<file path="src/rtl/ucsbece154a_fetch_pkg.sv">
// ucsbece154a_fetch_pkg
//   Shared definitions for the instruction-fetch stage and its helpers:
//   fetch state encodings, the NOP word that sits on instr_o out of reset,
//   and the default reset PC.
package ucsbece154a_fetch_pkg;

  // 2-bit fetch state encoding. ST_DROP is only reachable when the
  // FETCH_PREFETCH_EN build option is enabled.
  typedef enum logic [1:0] {
    ST_FETCH = 2'd0,
    ST_HOLD  = 2'd1,
    ST_DROP  = 2'd2
  } fetch_state_e;

  localparam logic [31:0] NOP_INSTR        = 32'h0000_0013;  // addi x0,x0,0
  localparam logic [31:0] RESET_PC_DEFAULT = 32'h0000_0000;

endpackage

</file>
<file path="src/rtl/ucsbece154a_pc_next.sv">
// ucsbece154a_pc_next
//   Combinational next-PC logic shared by fetch and the datapath.
//   Ports:
//     pc_i        current PC
//     pcsrc_i     1 = take target, 0 = fall through
//     target_i    branch/jump target (low two bits are forced to zero)
//     pcplus4_o   pc_i + 4, wrapping modulo 2^XLEN
//     pc_next_o   selected next PC, always word aligned
//     misalign_o  taken target had non-zero bits [1:0]
module ucsbece154a_pc_next #(
  parameter int XLEN = 32
) (
  input  logic [XLEN-1:0] pc_i,
  input  logic            pcsrc_i,
  input  logic [XLEN-1:0] target_i,
  output logic [XLEN-1:0] pcplus4_o,
  output logic [XLEN-1:0] pc_next_o,
  output logic            misalign_o
);

  assign pcplus4_o  = pc_i + XLEN'(4);
  assign pc_next_o  = pcsrc_i ? {target_i[XLEN-1:2], 2'b00} : pcplus4_o;
  assign misalign_o = pcsrc_i & (target_i[1:0] != 2'b00);

endmodule

</file>
<file path="src/rtl/ucsbece154a_fetch.sv">
// ucsbece154a_fetch
//   Instruction-fetch stage: owns the PC, fetches words from a variable
//   latency instruction memory and hands each instruction to decode once.
//   Ports:
//     clk, reset_n        clock, asynchronous active-low reset
//     imem_req_o/addr_o   request toward instruction memory (addr word aligned)
//     imem_ack_i/rdata_i  memory response; rdata valid only with ack
//     instr_valid_o/ready_i, instr_o, pc_o, pcplus4_o   decode handshake
//     PCSrc_i, PCTarget_i next-PC select/target, sampled only on accept
//     misalign_o          sticky: a taken target had bits [1:0] != 0
//     dbg_state_o         current fetch state (fetch_state_e encoding)
//   Build option: FETCH_PREFETCH_EN adds a one-entry prefetch of PC+4
//   during HOLD and the DROP state that discards a stale prefetch.
//
//   Handshakes: a transfer happens on a rising edge where valid (or req)
//   and ready (or ack) are both 1. While valid/req is 1 and no transfer
//   has happened, the producer keeps the payload stable.
import ucsbece154a_fetch_pkg::*;

module ucsbece154a_fetch #(
  parameter int              XLEN     = 32,
  parameter logic [XLEN-1:0] RESET_PC = XLEN'(RESET_PC_DEFAULT)
) (
  input  logic            clk,
  input  logic            reset_n,
  output logic            imem_req_o,
  output logic [XLEN-1:0] imem_addr_o,
  input  logic            imem_ack_i,
  input  logic [XLEN-1:0] imem_rdata_i,
  output logic            instr_valid_o,
  input  logic            instr_ready_i,
  output logic [XLEN-1:0] instr_o,
  output logic [XLEN-1:0] pc_o,
  output logic [XLEN-1:0] pcplus4_o,
  input  logic            PCSrc_i,
  input  logic [XLEN-1:0] PCTarget_i,
  output logic            misalign_o,
  output logic [1:0]      dbg_state_o
);

  fetch_state_e    state_q, state_d;
  logic [XLEN-1:0] pc_q, pc_d;
  logic [XLEN-1:0] instr_q, instr_d;
  logic            mis_q, mis_d;
  logic [XLEN-1:0] pc_next;
  logic            tgt_mis;
  logic            req;
  logic [XLEN-1:0] addr;

`ifdef FETCH_PREFETCH_EN
  logic            pf_valid_q, pf_valid_d;
  logic [XLEN-1:0] pf_data_q, pf_data_d;
  logic [XLEN-1:0] pf_addr_q, pf_addr_d;   // address of the prefetch in flight/held
`endif

  ucsbece154a_pc_next #(.XLEN(XLEN)) u_pc_next (
    .pc_i       (pc_q),
    .pcsrc_i    (PCSrc_i),
    .target_i   (PCTarget_i),
    .pcplus4_o  (pcplus4_o),
    .pc_next_o  (pc_next),
    .misalign_o (tgt_mis)
  );

  always_comb begin
    state_d = state_q;
    pc_d    = pc_q;
    instr_d = instr_q;
    mis_d   = mis_q;
    req     = 1'b0;
    addr    = pc_q;
`ifdef FETCH_PREFETCH_EN
    pf_valid_d = pf_valid_q;
    pf_data_d  = pf_data_q;
    pf_addr_d  = pf_addr_q;
`endif
    case (state_q)
      ST_FETCH: begin
        req = 1'b1;
        if (imem_ack_i) begin
          instr_d = imem_rdata_i;
          state_d = ST_HOLD;
        end
      end
      ST_HOLD: begin
`ifdef FETCH_PREFETCH_EN
        // Keep asking for PC+4 until it lands in the buffer.
        req  = ~pf_valid_q;
        addr = pcplus4_o;
        if (imem_ack_i && !pf_valid_q) begin
          pf_valid_d = 1'b1;
          pf_data_d  = imem_rdata_i;
          pf_addr_d  = pcplus4_o;
        end
`endif
        if (instr_ready_i) begin
          pc_d    = pc_next;
          mis_d   = mis_q | tgt_mis;
          state_d = ST_FETCH;
`ifdef FETCH_PREFETCH_EN
          pf_valid_d = 1'b0;
          if (!PCSrc_i) begin
            if (pf_valid_q) begin
              instr_d = pf_data_q;
              state_d = ST_HOLD;
            end else if (imem_ack_i) begin
              instr_d = imem_rdata_i;
              state_d = ST_HOLD;
            end
            // Otherwise FETCH keeps waiting on the same request: new PC == old PC+4.
          end else if (!pf_valid_q && !imem_ack_i) begin
            pf_addr_d = pcplus4_o;
            state_d   = ST_DROP;
          end
`endif
        end
      end
`ifdef FETCH_PREFETCH_EN
      ST_DROP: begin
        // Hold the stale request until memory answers, then throw the data away.
        req  = 1'b1;
        addr = pf_addr_q;
        if (imem_ack_i) state_d = ST_FETCH;
      end
`endif
      default: state_d = ST_FETCH;
    endcase
  end

  always_ff @(posedge clk or negedge reset_n) begin
    if (!reset_n) begin
      state_q <= ST_FETCH;
      pc_q    <= RESET_PC;
      instr_q <= XLEN'(NOP_INSTR);
      mis_q   <= 1'b0;
    end else begin
      state_q <= state_d;
      pc_q    <= pc_d;
      instr_q <= instr_d;
      mis_q   <= mis_d;
    end
  end

`ifdef FETCH_PREFETCH_EN
  always_ff @(posedge clk or negedge reset_n) begin
    if (!reset_n) begin
      pf_valid_q <= 1'b0;
      pf_data_q  <= '0;
      pf_addr_q  <= '0;
    end else begin
      pf_valid_q <= pf_valid_d;
      pf_data_q  <= pf_data_d;
      pf_addr_q  <= pf_addr_d;
    end
  end
`endif

  // Reset forces FETCH, so the request is gated by reset_n to read 0 during
  // reset and rise straight away on release (an ack in that first cycle is
  // the response for RESET_PC).
  assign imem_req_o    = req & reset_n;
  assign imem_addr_o   = {addr[XLEN-1:2], 2'b00};
  assign instr_valid_o = (state_q == ST_HOLD);
  assign instr_o       = instr_q;
  assign pc_o          = pc_q;
  assign misalign_o    = mis_q;
  assign dbg_state_o   = state_q;

endmodule

</file>
<file path="config.mk">
export PLATFORM = sky130hd
export DESIGN_NAME = ucsbece154a_fetch
export DESIGN_NICKNAME = d
export VERILOG_FILES = /design/src/rtl/ucsbece154a_fetch_pkg.sv /design/src/rtl/ucsbece154a_pc_next.sv /design/src/rtl/ucsbece154a_fetch.sv
export SDC_FILE = /design/constraint.sdc
export NUM_CORES = 1
export LEC_CHECK = 0
export BUFFER_PORTS_ARGS = -buffer_cell sky130_fd_sc_hd__buf_4
export CAP_MARGIN = 20
export CORE_MARGIN = 4
export CORE_UTILIZATION = 46
export DETAILED_ROUTE_END_ITERATION = 6
export PLACE_DENSITY = 0.85
export REMOVE_ABC_BUFFERS = 1
export SYNTH_ARGS = -nofsm -noshare
export SYNTH_HDL_FRONTEND = slang
export SYNTH_SLANG_ARGS = --single-unit
</file>
<file path="constraint.sdc">
create_clock -name clk -period 2.9 [get_ports clk]
set_clock_uncertainty 0.2 [all_clocks]
set_input_delay 0 -clock clk [delete_from_list [all_inputs] [get_ports clk]]
set_output_delay 0 -clock clk [all_outputs]
set_load 0.1 [all_outputs]
</file>
## After elaboration in Yosys (flattened, before gate mapping)

Index checks and enable logic that the tools add are counted.

| cells by class | value |
|---|---|
| add/sub/neg operators | 1 |
| $mul | 0 |
| divide/modulo/power cells | 0 |
| magnitude comparators | 0 |
| eq/ne operators | 3 |
| shift-type cells | 0 |
| mux-type cells | 5 |
| bitwise logic cells | 3 |
| reduce and logical (&&, ||, !) cells | 5 |

Operators with widths:

| kind | count |
|---|---|
| 32-bit by 3-bit adder with 32-bit output, second input constant | 1 |
| 32-bit 2-to-1 mux | 1 |
| 2-bit AND reduction | 3 |
| 2-bit 2-to-1 mux | 2 |
| 2-bit one-hot mux with 2 select lines | 1 |
| 1-bit bitwise AND | 2 |
| 2-bit by 1-bit equality test with 1-bit output, second input constant | 1 |
| 2-bit zero test | 1 |
| 2-bit by 1-bit != test with 1-bit output, second input constant | 1 |
| 2-bit != test, second input constant | 1 |
| 2-bit nonzero test | 1 |
| 1-bit 2-to-1 mux | 1 |
| 1-bit OR | 1 |

| storage, ports and cells | value |
|---|---|
| register bits after elaboration | 67 |
| bits in latches | 0 |
| RAM bits | 0 |
| ROM bits | 0 |
| input bits | 69 |
| output and inout port bits | 133 |
| memories | 0 |

## Longest topological paths before layout

| depth | value |
|---|---|
| depth after elaboration | 3 |
| depth in mapped cells | 6 |
| gate-level depth less buffers | 5 |

## Cells and area by module

Synthesis repeated with hierarchy kept, for this count alone.

| unflattened totals | value |
|---|---|
| cell total of the unflattened synthesis | 352 |
| area total of the unflattened synthesis | 3842.4 µm² |

By module, submodules not included:

| module | instances | cells each | area an instance (µm²) |
|---|---|---|---|
| ucsbece154a_fetch | 1 | 178 | 2725.1 |
| ucsbece154a_pc_next | 1 | 174 | 1117.3 |

## Least setup slack after synthesis

Ideal clock, no wire load.

| timing path | value |
|---|---|
| path kind | register to output |
| from | reg pc_q[3] (netlist: pc_o[3]) |
| to | out pcplus4_o[26] |
| arrival | 4.066 ns |
| path slack | -1.366 ns |
| cell stages (with the launch flop) | 7 |
| buffers on the path | 1 |
| cell sequence | dfrtp_1 ha_1 nand3_1 or4_1 buf_2 or3_4 xnor2_1 |

| on the way | value |
|---|---|
| cells in the longest elaborated chain, start to end | 1 |

Ends and longest elaborated chain:

| what | line | RTL |
|---|---|---|
| start: declaration | ucsbece154a_fetch.sv:42 | `logic [XLEN-1:0] pc_q, pc_d;` |
| start signal: assignment | ucsbece154a_fetch.sv:138 | `pc_q <= pc_d;` |
| 32-bit by 3-bit adder with 32-bit output | ucsbece154a_pc_next.sv:21 | `assign pcplus4_o = pc_i + XLEN'(4);` |
| end: declaration | ucsbece154a_fetch.sv:34 | `output logic [XLEN-1:0] pcplus4_o,` |

No other way between the ends.

## Worst setup path in the final report

| timing path | value |
|---|---|
| from | reg pc_q[2] (netlist: pc_o[2]) |
| to | out pcplus4_o[28] |

The elaborated chain is that of the path after synthesis.

==> impl_metrics.env <==
export IMPL_status="finished, final reports clean"
export IMPL_cpPeakStageDelay_ps=520
export IMPL_synth_top_area_share_pct=38.4
export IMPL_hpwl_mm=8.83
export IMPL_hold_class="in2reg"
export IMPL_synth_most_common_cell="dfrtp_1"
export IMPL_combPwrFrac_pct=68.9
export IMPL_cts_inserted_buffers=9
export IMPL_power_frac_clock_pct=11.2
export IMPL_rows=33
export IMPL_cts_max_path_buffers=2
export IMPL_layout_min_cycle_time_ps=2760
export IMPL_setup_viol=0
export IMPL_fp_dieH_um=101
export IMPL_rsz0062_at_grt="false"
export IMPL_ys_flop_type="dfrtp_1"
export IMPL_viasPerCell=5.54
export IMPL_syn_area_sq_um=3970
export IMPL_path_cells="ha_1 -> nand3_1 -> or4_4 -> or3_4 -> xnor2_1 -> buf_4"
export IMPL_utilization_pct=74.2
export IMPL_synth_async_sr_flop_share_pct=100
export IMPL_timing_rr_end="pc_o[12]$_DFFE_PN0P_"
export IMPL_insertion_delay_ps=340
export IMPL_gp_congestion=0.838
export IMPL_vias=4119
export IMPL_internal_power_mw=2.56
export IMPL_reg2reg_slack_ps=340
export IMPL_drc=0
export IMPL_dieArea_sq_um=10200
export IMPL_p_sw_mw=4.61
export IMPL_crit_fanout=8
export IMPL_die_width_um=101
export IMPL_final_max_slew_viol_count=0
export IMPL_wl_mm=14.0
export IMPL_drtIter0Drc=255
export IMPL_grt_pass1_vias=3970
export IMPL_leakage_nw=2.79
export IMPL_grt_pass1_wl_mm=21.3
export IMPL_synthTopCellsByCount="dfrtp_1, buf_4, mux2_2"
export IMPL_h_tree_depth=3
export IMPL_synth_enable_flop_cells=0
export IMPL_maxSlewHeadroom_pct=45.6
export IMPL_worstPathRequired_ps=2700
export IMPL_endpoint_kind="primary output"
export IMPL_tightest_slew_ps=815
export IMPL_cp_depth=6
export IMPL_crit_family="simple AND/OR/NAND/NOR gates"
export IMPL_ys_seq_area_share_pct=40.4
export IMPL_ir_drop_v=0.000713
export IMPL_root_buffer="clkbuf_8"
export IMPL_synthesis_instances=414
export IMPL_worstHoldStart="instr_ready_i"
export IMPL_crit_buf_inv=1
export IMPL_ant_nets=0
export IMPL_yosys_warnings=0
export IMPL_worstSetupPathType="reg2out"
export IMPL_antenna_found_initial=0
export IMPL_timing_hold_violations_final=0
export IMPL_drv_cap=0
export IMPL_port_buffers=194
export IMPL_insertedDiodeCount=0
export IMPL_synthTopCellsByArea="dfrtp_1, mux2_2, buf_4, xnor2_1, and3_1"
export IMPL_avgSynthCellArea_sq_um=9.59
export IMPL_drtPass1Iterations=6
export IMPL_p_seq_share_pct=19.9
export IMPL_yosys_cell_types_count=52
export IMPL_ios=202
export IMPL_fin_nets=703
export IMPL_r2r_start="pc_o[2]$_DFFE_PN0P_"
export IMPL_hold_depth=4
export IMPL_overflow=0
export IMPL_core_sq_um=8300
export IMPL_fin_crit_sh_pct=95.3
export IMPL_ys_ff_latch=64
export IMPL_reg2regPathDepth=7
export IMPL_finalSetupTns_ps=0
export IMPL_crit_path_start_kind="register"
export IMPL_switching_share_pct=64.3
export IMPL_power_density_nw_per_um2=1170
export IMPL_fmax_mhz=362
export IMPL_cts_tree="built"
export IMPL_clk_pin_slew_ps=80
export IMPL_grt_start_max_net_pins=65
export IMPL_routedWlPerCell_um=18.8
export IMPL_min_to="misalign_o$_DFFE_PN0P_"
export IMPL_synthToLayoutAreaGrowth_pct=55.0
export IMPL_clock_sinks=64
export IMPL_critPathSlowestCell="or4_4"
export IMPL_yosysTopAreaCell="dfrtp_1"
export IMPL_critPathArrivalTime_ps=2560
export IMPL_initial_core_util_pct=47.9
export IMPL_globalRouteTotalUtil_pct=26.5
export IMPL_drive_gt1_share_pct=41.4
-- state kept, by name (all words and copies together) (netlist names) --
register     flops
instr_o         32
pc_o            30
dbg_state_o      1
misalign_o       1
-- worst min-delay path: stages --
cell and delay, ps:
buf_4 90, nand2_1 60, buf_4 210, o21bai_1 150
-- layout by cell type (no fill, tap or decap), types with 3 or more instances in the layout --
master	n
a31oi_1	3
and3_1	20
conb_1	7
nand2_1	22
nor2b_1	3
clkbuf_8	11
inv_1	5
nor3_1	12
o22a_1	3
o311ai_0	6
or3_1	8
xor2_1	7
dfstp_2	3
o211ai_1	12
xnor2_1	20
dlygate4sd3_1	70
nand3_1	21
and2_1	4
a21oi_1	15
buf_4	202
mux2_2	32
and4_1	6
nor2_1	14
o2bb2ai_1	4
a41oi_1	3
dfrtp_1	61
nand4_1	7
a22oi_1	3
o21ai_0	15
-- worst max-delay path by stage --
stage | startpoint | to
6_report | pc_o[2]$_DFFE_PN0P_ | pcplus4_o[28]
5_1_grt | pc_o[3]$_DFFE_PN0P_ | pcplus4_o[28]
4_1_cts | pc_o[2]$_DFFE_PN0P_ | pcplus4_o[26]
3_5_place_dp | pc_o[2]$_DFFE_PN0P_ | pcplus4_o[26]
3_3_place_gp | pc_o[14]$_DFFE_PN0P_ | pcplus4_o[26]
2_1_floorplan | pc_o[5]$_DFFE_PN0P_ | pcplus4_o[31]
-- per-stage QoR --
step | setup WS (ps) | total power [mW] | cells | instance area [sq um] | hold WS [ps]
2_1_floorplan | -2400 | 5.20 | 349 | 3570 | -496
3_3_place_gp | 432 | 6.20 | 657 | 5240 | 19.2
3_5_place_dp | 377 | 6.25 | 657 | 5240 | 37.6
4_1_cts | 130 | 7.14 | 743 | 6150 | 2.23
5_1_grt | 7.26 | 7.39 | 743 | 6160 | 39.3
6_report | 135 | 7.18 | 743 | 6160 | 14.2
-- logic make-up after synthesis --
family,count (synthesis),synth area share (%)
buffers and inverters,76,11.1
XOR/XNOR,27,5.95
AND/OR/NAND/NOR,132,18.7
other,1,0.0944
AO/OA/AOI/OAI,79,13.9
flip-flops,64,40.4
adder cells (fa/ha/maj),1,0.315
multiplexers,34,9.58
-- power groups by stage --
stage	logic (mW)	clock network (mW)	registers (mW)
2_1_floorplan	1.42	0	3.78
3_3_place_gp	4.80	0	1.40
3_5_place_dp	4.82	0	1.42
4_1_cts	4.92	0.811	1.41
5_1_grt	5.06	0.856	1.47
6_report	4.95	0.801	1.43
-- area by class of cell --
class,instances,area [sq um]
clock buffer,11,151
clock inverter,5,55.1
fill,539,2140
inverter,5,18.8
multi-input combinational,280,1970
sequential,64,1610
tap,105,131
timing repair buffer,273,2230
-- timing repair --
action	in CTS	in global routing
buffers inserted	0	0
pin swaps	0	0
hold endpoints to repair	125	0
gates resized for setup	1	1
hold buffers	70	0
endpoints found under the setup margin	2	1
-- routing by layer --
metal  wire length, um  global-route usage (%)  share of wire (%)
met1              5420                    32.7                 39
met2              6970                    45.7                 50
met3              1300                    6.23                9.3
met4               299                    8.90                2.1
met5                 0                       0                  0
Power figures use the tool's default switching activity.
